$ cat src/rtl/wisc_ctrl_pkg.sv
// Shared encodings for the WISC-S25 multi-cycle control unit: opcodes, FSM states,
// PC source and immediate select codes.
package wisc_ctrl_pkg;

    localparam logic [3:0] OP_ADD    = 4'h0;
    localparam logic [3:0] OP_SUB    = 4'h1;
    localparam logic [3:0] OP_XOR    = 4'h2;
    localparam logic [3:0] OP_RED    = 4'h3;
    localparam logic [3:0] OP_SLL    = 4'h4;
    localparam logic [3:0] OP_SRA    = 4'h5;
    localparam logic [3:0] OP_ROR    = 4'h6;
    localparam logic [3:0] OP_PADDSB = 4'h7;
    localparam logic [3:0] OP_LW     = 4'h8;
    localparam logic [3:0] OP_SW     = 4'h9;
    localparam logic [3:0] OP_LLB    = 4'hA;
    localparam logic [3:0] OP_LHB    = 4'hB;
    localparam logic [3:0] OP_B      = 4'hC;
    localparam logic [3:0] OP_BR     = 4'hD;
    localparam logic [3:0] OP_PCS    = 4'hE;
    localparam logic [3:0] OP_HLT    = 4'hF;

    typedef enum logic [2:0] {
        StIdle   = 3'd0,
        StFetch  = 3'd1,
        StDecode = 3'd2,
        StExec   = 3'd3,
        StMem    = 3'd4,
        StWb     = 3'd5,
        StHalt   = 3'd6
    } ctrlState_e;

    localparam logic [1:0] PC_SRC_SEQ    = 2'b00;
    localparam logic [1:0] PC_SRC_BRANCH = 2'b01;
    localparam logic [1:0] PC_SRC_REG    = 2'b10;

    localparam logic [1:0] IMM_SEL_IMM4   = 2'b00;
    localparam logic [1:0] IMM_SEL_OFFSET = 2'b01;
    localparam logic [1:0] IMM_SEL_IMM8   = 2'b10;

endpackage

$ cat src/rtl/ctrl_decode.sv
// Static datapath selects derived purely from the latched opcode.
module ctrl_decode
    import wisc_ctrl_pkg::*;
(
    input  logic [3:0] opcode,
    output logic       rr1Sel,
    output logic       rr2Sel,
    output logic [1:0] immSel,
    output logic       aluSrc,
    output logic       memToReg,
    output logic       pcsSel
);

    logic isMem;
    logic isLoadByte;
    logic isShift;

    always_comb begin
        isMem      = (opcode == OP_LW)  || (opcode == OP_SW);
        isLoadByte = (opcode == OP_LLB) || (opcode == OP_LHB);
        // 01xx opcodes take an immediate, except PADDSB which is register-register
        isShift    = (opcode[3:2] == 2'b01) && (opcode != OP_PADDSB);

        rr1Sel   = isLoadByte;
        rr2Sel   = (opcode == OP_SW);
        aluSrc   = isShift || isMem || isLoadByte;
        memToReg = (opcode == OP_LW);
        pcsSel   = (opcode == OP_PCS);

        immSel = IMM_SEL_IMM4;
        if (isMem) begin
            immSel = IMM_SEL_OFFSET;
        end else if (isLoadByte) begin
            immSel = IMM_SEL_IMM8;
        end
    end

endmodule

$ cat src/rtl/mc_control.sv
// Multi-cycle control FSM for the WISC-S25 core: latches IR, sequences FETCH..WB,
// handshakes with instruction/data memory and guards stalls with a watchdog.
module mc_control
    import wisc_ctrl_pkg::*;
#(
    parameter int unsigned INSTR_W   = 16,
    parameter logic [15:0] FLAG_MASK = 16'h0077,
    parameter logic [15:0] RW_MASK   = 16'h4DFF,
    parameter int unsigned TIMEOUT   = 15
) (
    input  logic               clk,
    input  logic               rst,
    input  logic [INSTR_W-1:0] instruction,
    output logic               imem_req,
    input  logic               imem_ready,
    output logic               dmem_req,
    output logic               dmem_we,
    input  logic               dmem_ready,
    input  logic               branch_taken,
    output logic               ir_write,
    output logic               pc_write,
    output logic [1:0]         pc_src,
    output logic               reg_write,
    output logic               flag_write,
    output logic               rr1_sel,
    output logic               rr2_sel,
    output logic               alu_src,
    output logic               mem_to_reg,
    output logic               pcs_sel,
    output logic [1:0]         imm_sel,
    output logic               halted,
    output logic               err,
    output logic [2:0]         state
);

    localparam int unsigned CntW = $clog2(TIMEOUT + 2);

    ctrlState_e         stateQ;
    logic [INSTR_W-1:0] irQ;
    logic [CntW-1:0]    waitCnt;
    logic               errQ;
    logic [3:0]         op;
    logic               timedOut;
    logic               unusedIrBits;

    assign op           = irQ[INSTR_W-1 -: 4];
    assign unusedIrBits = ^irQ[INSTR_W-5:0];
    assign timedOut     = (TIMEOUT != 0) && (waitCnt == CntW'(TIMEOUT));

    always_ff @(posedge clk or posedge rst) begin
        if (rst) begin
            stateQ  <= StIdle;
            irQ     <= '0;
            waitCnt <= '0;
            errQ    <= 1'b0;
        end else begin
            case (stateQ)
                StIdle: stateQ <= StFetch;
                StFetch: begin
                    // ready takes priority over an expiring watchdog
                    if (imem_ready) begin
                        irQ     <= instruction;
                        waitCnt <= '0;
                        stateQ  <= StDecode;
                    end else if (timedOut) begin
                        errQ    <= 1'b1;
                        waitCnt <= '0;
                        stateQ  <= StHalt;
                    end else begin
                        waitCnt <= waitCnt + CntW'(1);
                    end
                end
                StDecode: stateQ <= (op == OP_HLT) ? StHalt : StExec;
                StExec: begin
                    if ((op == OP_LW) || (op == OP_SW)) begin
                        stateQ <= StMem;
                    end else if ((op == OP_B) || (op == OP_BR)) begin
                        stateQ <= StFetch;
                    end else begin
                        stateQ <= StWb;
                    end
                end
                StMem: begin
                    if (dmem_ready) begin
                        waitCnt <= '0;
                        stateQ  <= (op == OP_LW) ? StWb : StFetch;
                    end else if (timedOut) begin
                        errQ    <= 1'b1;
                        waitCnt <= '0;
                        stateQ  <= StHalt;
                    end else begin
                        waitCnt <= waitCnt + CntW'(1);
                    end
                end
                StWb:   stateQ <= StFetch;
                StHalt: stateQ <= StHalt;
                default: stateQ <= StIdle;
            endcase
        end
    end

    // Pulses follow the handshake inputs within the same cycle
    always_comb begin
        imem_req   = 1'b0;
        ir_write   = 1'b0;
        pc_write   = 1'b0;
        pc_src     = PC_SRC_SEQ;
        flag_write = 1'b0;
        dmem_req   = 1'b0;
        dmem_we    = 1'b0;
        reg_write  = 1'b0;
        halted     = 1'b0;
        case (stateQ)
            StFetch: begin
                imem_req = 1'b1;
                ir_write = imem_ready;
                pc_write = imem_ready;
            end
            StExec: begin
                flag_write = FLAG_MASK[op];
                if (((op == OP_B) || (op == OP_BR)) && branch_taken) begin
                    pc_write = 1'b1;
                    pc_src   = (op == OP_B) ? PC_SRC_BRANCH : PC_SRC_REG;
                end
            end
            StMem: begin
                dmem_req = 1'b1;
                dmem_we  = (op == OP_SW);
            end
            StWb:   reg_write = RW_MASK[op];
            StHalt: halted = 1'b1;
            default: ;
        endcase
    end

    assign err   = errQ;
    assign state = stateQ;

    ctrl_decode uDecode (
        .opcode   (op),
        .rr1Sel   (rr1_sel),
        .rr2Sel   (rr2_sel),
        .immSel   (imm_sel),
        .aluSrc   (alu_src),
        .memToReg (mem_to_reg),
        .pcsSel   (pcs_sel)
    );

endmodule

$ cat config.mk
export PLATFORM = sky130hd
export DESIGN_NAME = mc_control
export DESIGN_NICKNAME = d
export VERILOG_FILES = /design/src/rtl/wisc_ctrl_pkg.sv /design/src/rtl/ctrl_decode.sv /design/src/rtl/mc_control.sv
export SDC_FILE = /design/constraint.sdc
export NUM_CORES = 1
export LEC_CHECK = 0
export ABC_AREA = 1
export CAP_MARGIN = 25
export CORE_UTILIZATION = 42
export CTS_BUF_LIST = sky130_fd_sc_hd__clkbuf_4 sky130_fd_sc_hd__clkbuf_8
export DETAILED_ROUTE_END_ITERATION = 10
export PLACE_DENSITY = 0.82
export SETUP_SLACK_MARGIN = 0.1
export SYNTH_ARGS = -nofsm -noshare
export SYNTH_HDL_FRONTEND = slang
export SYNTH_HIERARCHICAL = 1
export SYNTH_SLANG_ARGS = --single-unit
$ cat constraint.sdc
create_clock -name clk -period 1.4 [get_ports clk]
set_input_delay 0.42 -clock clk [delete_from_list [all_inputs] [get_ports clk]]
set_output_delay 0.42 -clock clk [all_outputs]
set_load 0.02 [all_outputs]
==> impl_metrics.toml, run 1 <==
[yosys]
syn_inst = 140
seq_area_frac_synth_pct = 36.7
synth_commonest_cells = "nand2_1, inv_1, nor2_1"
synth_warnings = 6
synthesis.area_um2 = 887
ys_top_cells_by_area = "dfrtp_1, nand2_1, inv_1"
ys_seq_elements = 13
async_flop_share_pct = 100
synth_top_area_cell = "dfrtp_1"
ys_types = 20
synth_fp_nets = 162
synth_edf_count = 0
avgSynthCellArea_um2 = 6.34
synth_flop_cell = "dfrtp_1"
synth.most_common_cell = "nand2_1"
synth_top_area_share_pct = 36.7

[timing]
tns_ps = -6550
post-route-min-period_ps = 1870
tightestPinTransition_ps = 217
slew_violations = 0
final_hold_viol_count = 0
finalSetupViolCount = 19
final.setup.worst_slack_ps = -472
max_slew_margin_pct = 85.4
fin_skew_ps = 7.42
max_freq_mhz = 534
rsz0062_at_grt = "true"
fin_crit_sh_pct = 134

[global_route]
grt_util_met2_pct = 53.0
met3_usage_pct = 12.5
grt_max_degree = 14
grt_pass1_wl_mm = 4.71
gr-total-overflow = 0
grt_use_met1_pct = 33.5
grt_busiest_layer = "met2"
grtUsageTotal_pct = 30.9
grt_pass1_vias = 1100
antenna_found_initial = 0

[detailed_routing]
vias_per_cell = 5.45
routedWlPerCell_um = 17.2
drc = 0
drtIter0Drc = 37
vias = 1314
dr.pass1.iters = 4
routed_wl_mm = 4.14
ant_nets = 0

[power_and_ir_drop]
leakage_uw = 0.000925
power_uw = 4150
intPower_uw = 2110
clkPwrFrac_pct = 6.3
net-switching-power_uw = 2040
p_per_area_mw_per_mm2 = 2320
peakVddDrop_mv = 2.02
pwr-share-comb_pct = 75.2
p_seq_share_pct = 18.5
p_sw_share_pct = 49.2

[placed_design]
gp_congestion = 0.849
dpl.hpwl_mm = 2.16
numPortBuffers = 29

[floorplanning]
die_w_um = 48.0
core_mm2 = 0.00198
io_pins = 42
num_rows = 16
die-area_mm2 = 0.00230
die_y_um = 48.0
initial_core_util_pct = 44.8

[outcome]
violations = "setup timing"
status = "finished, violations left"

[cells_and_area]
nets = 237
diodes = 0
fillers = 89
post-route-util_pct = 90.3
multi_input_area_um2 = 644
area_growth_pct = 102
drive_gt1_share_pct = 56.5
regArea_um2 = 330

[clocking]
cts_sinks = 13
cts-root-buf = "clkbuf_4"
numCtsBuffers = 3
clk_path_buf_depth = 2
cts_tree = "built"
htree_num_levels = 1
clk_latency_ps = 290
path_clk_slew_ps = 80

[worst_hold_path]
hp-class = "primary input to asynchronous set/reset pin"

[critical_path]
path_cells = "buf_4, buf_6, inv_2, o21ai_2, a21oi_2, buf_4"
cpMaxStageDelayCell = "dfrtp_1"
cp.arrival_ps = 1450
slowest_delay_ps = 450
crit_top_cell = "buf_4"
critical_path_class = "register to primary output"
critPathMaxFanout = 4
critPathRequiredTime_ps = 980
end_kind = "primary output"
critPathLaunchType = "register"

[run]
max-cap-violations = 0
[logic make-up (layout without fill, tap and decap cells)]
logic type | after synthesis | count (layout) | share of synthesized area, %
adders and majority gates | 1 | 1 | 1.41
and+or+nand+nor | 89 | 89 | 43.6
buffers and inverters | 25 | 99 | 11.3
AOI/OAI and AO/OA | 12 | 12 | 7.05
DFF | 13 | 13 | 36.7
[metal layers]
metal,vias up,routed length (um)
met5,-,0
met4,0,247
met3,28,251
met2,74,2210
met1,622,1440
li1,590,-
[what timing repair did]
action                                  CTS  global route
buffers inserted                          9             9
pin swaps                                 7             8
endpoints found under the setup margin   22            29
resized for setup                       151            30
hold buffers                              0             0
hold endpoints to repair                  0             0
[layout by cell type, fill, tap and decap left out, types with 6 or more instances in the layout]
| master | instances |
|---|---|
| nand3_1 | 11 |
| buf_6 | 25 |
| nor2_4 | 9 |
| nand2_1 | 38 |
| nor2_2 | 6 |
| inv_2 | 7 |
| nand2_2 | 6 |
| dfrtp_1 | 9 |
| inv_1 | 11 |
| buf_4 | 36 |
| clkdlybuf4s50_1 | 8 |
[critical path: cells and delay by family (launching register included)]
kind | cells | cell delay (ps)
DFF | 1 | 450
buffers and inverters | 4 | 530
AOI/OAI and AO/OA | 2 | 190
[stage by stage]
stage	cell area (um^2)	hold WS, ps	cells	setup WS [ps]
after floorplan	938	297	140	-104
after detailed placement	1480	492	225	-852
after global placement	1480	476	225	-818
final	1790	419	241	-472
after global routing	1790	435	241	-509
after CTS	1650	424	236	-382
[state kept, by name, summed over array words and instances (netlist names)]
name	count
err	1
state	3
waitCnt	5
irQ	4
[power groups by stage]
stage	clock network (uW)	registers [uW]	logic, uW
3_3_place_gp	0	701	2070
2_1_floorplan	0	780	987
4_1_cts	256	729	2570
5_1_grt	284	787	3290
6_report	260	769	3120
3_5_place_dp	0	713	2160
[area by class of cell]
cell class	instances	area share (%)
Multi-Input combinational cell	102	36.0
Tap cell	27	1.89
Inverter	24	6.15
Timing Repair Buffer	71	35.8
Sequential cell	13	18.4
Clock buffer	4	1.68
[path summary, 6_finish.rpt]
check                             end  cells after the start  slack, ps        from
max reg2reg                  state[0]                      6         30  waitCnt[0]
min                        waitCnt[3]                      3        420         rst
min in group clk                  err                      1        500         err
min reg2reg                       err                      1        500         err
max in group asynchronous     irQ[12]                      3        800         rst
max                         reg_write                      6       -470     irQ[14]
(Power assumes the default switching activity.)
==> run 2: changes to the inputs <==
Settings changed: CORE_UTILIZATION 42 to 38, PLACE_DENSITY 0.82 to 0.78, RECOVER_POWER set to 100.
Clock period 1.4 ns to 1.5 ns, I/O delays scaled along.
==> run 2 against run 1 <==
Against the previous run: the run still ends with setup timing left; setup slack better by 60 ps; clock skew is 8.4 ps higher; global-route usage increased by 0.36 points; hold slack improved by 88 ps; clock power grew 5%; flip-flop and latch count unchanged; design area increased by 1.3%; power decreased by 6.0%; largest power group unchanged.
==> impl_metrics.toml, run 2 (synthesis results as in run 1) <==
[cells_and_area]
regArea_um2 = 332
largest_register_ffs = 5
instances_no_fill = 248
top_register = "waitCnt"
fillers = 124
multi_input_area_um2 = 624
drive_gt1_share_pct = 54.5
layout_common_cells = "nand2_1, buf_4, buf_6"
post-route-util_pct = 82.0
area_growth_pct = 105
diodes = 0
nets = 243

[placed_design]
gp_congestion = 0.891
dpl.hpwl_mm = 2.13
dp_cells = 226
numPortBuffers = 29

[floorplanning]
io_pins = 42
die_w_um = 50.3
core_mm2 = 0.00221
die-area_mm2 = 0.00253
initial_core_util_pct = 40.1
num_rows = 17
die_y_um = 50.3

[critical_path]
startpoint = "irQ[14]"
crit_family = "buffers and inverters"
r2r_cells = 8
endpoint = "reg_write"
cp.depth = 6
cp_num_buf_inv = 4
path_cells = "buf_6, buf_6, inv_4, o21ai_2, a21oi_2, buf_4"
cpMaxStageDelayCell = "dfrtp_2"
crit_top_cell = "buf_6"
slowest_delay_ps = 460
r2r-end = "waitCnt[3]"
cp.arrival_ps = 1460
r2r_setup_slack_ps = -10
critical_path_class = "register to primary output"
critPathMaxFanout = 4
end_kind = "primary output"
r2r-start = "state[1]"
critPathRequiredTime_ps = 1050
critPathLaunchType = "register"

[clocking]
htree_num_levels = 1
clk_path_buf_depth = 2
cts_tree = "built"
clk_latency_ps = 310
hold_buffers = 0
path_clk_slew_ps = 90
numCtsBuffers = 3
cts_sinks = 13
cts-root-buf = "clkbuf_4"

[power_and_ir_drop]
clkPwrFrac_pct = 7.0
p_seq_share_pct = 17.8
peakVddDrop_mv = 1.93
p_sw_share_pct = 49.0
pwr-share-comb_pct = 75.2
net-switching-power_uw = 1910
intPower_uw = 1990
p_per_area_mw_per_mm2 = 2150
leakage_uw = 0.000942

[timing]
finalSetupViolCount = 19
fin_skew_ps = 15.8
tightestPinTransition_ps = 771
whs_ps = 507
max_slew_margin_pct = 48.6
final.setup.worst_slack_ps = -413
rsz0062_at_grt = "true"
fin_crit_sh_pct = 128
post-route-min-period_ps = 1910
slew_violations = 0
final_hold_viol_count = 0
max_freq_mhz = 523

[detailed_routing]
vias = 1339
routed_wl_mm = 4.16
drtIter0Drc = 52
ant_nets = 0
drc = 0
vias_per_cell = 5.40
routedWlPerCell_um = 16.8
dr.pass1.iters = 4

[outcome]
violations = "setup timing"
status = "finished, violations left"

[global_route]
grt_max_degree = 14
gr-total-overflow = 0
antenna_found_initial = 0
grtUsageTotal_pct = 31.3
grt_pass1_wl_mm = 5.77
grt_pass1_vias = 1245

[worst_hold_path]
hp-class = "register to register"

[run]
max-cap-violations = 0
## run 2: cell types whose count changed in the layout (fill, tap and decap cells not counted), sizes merged
cell	before	now
clkinvlp	0	1
buf	63	64
inv	24	23
dlymetal6s2s	0	1
clkbuf	4	9
dlygate4sd3	0	1
clkdlybuf4s50	8	6
## run 2: metal layers
metal	wire, um	track usage [%]	vias up
met5	0	0	-
met4	173	17.6	0
met3	260	6.36	21
met2	2190	54.9	77
met1	1540	34.7	641
li1	-	-	600
## run 2: how the worst min path moves through the flow
stage | from | endpoint | slack, ps | cells after the start
after global routing | err | err | 530 | 1
after CTS | rst | irQ[12] | 460 | 3
final | err | err | 510 | 1
after global placement | err | err | 480 | 1
after floorplan | rst | err | 330 | 1
after detailed placement | err | err | 480 | 1
## run 2: layout make-up
cell class                 instances  area share [%]
clock buffer                       4            1.66
inverter                          24            6.55
multi-input combinational        102            34.4
sequential                        13            18.3
tap                               28            1.93
timing repair buffer              77            37.2
## run 2: what timing repair did
action                     CTS  global route
buffers inserted             9            12
pin swaps                    7            13
setup endpoints to repair   21            26
gates resized for setup    158            28
## run 2: stage by stage
step	setup slack, ps	setup TNS [ps]	area (um^2)	power [uW]
floorplan	-34.4	-124	930	1630
global placement	-788	-7860	1470	2560
detailed placement	-817	-8150	1470	2620
CTS	-367	-4320	1700	3420
global route	-434	-5650	1810	4080
finish	-413	-5050	1810	3900
## run 2: power groups by stage
stage	Clock [uW]	Sequential [uW]	Combinational, uW
after detailed placement	0	648	1980
after global routing	277	705	3100
after CTS	259	669	2490
final	273	693	2940
after floorplan	0	720	906
after global placement	0	633	1930
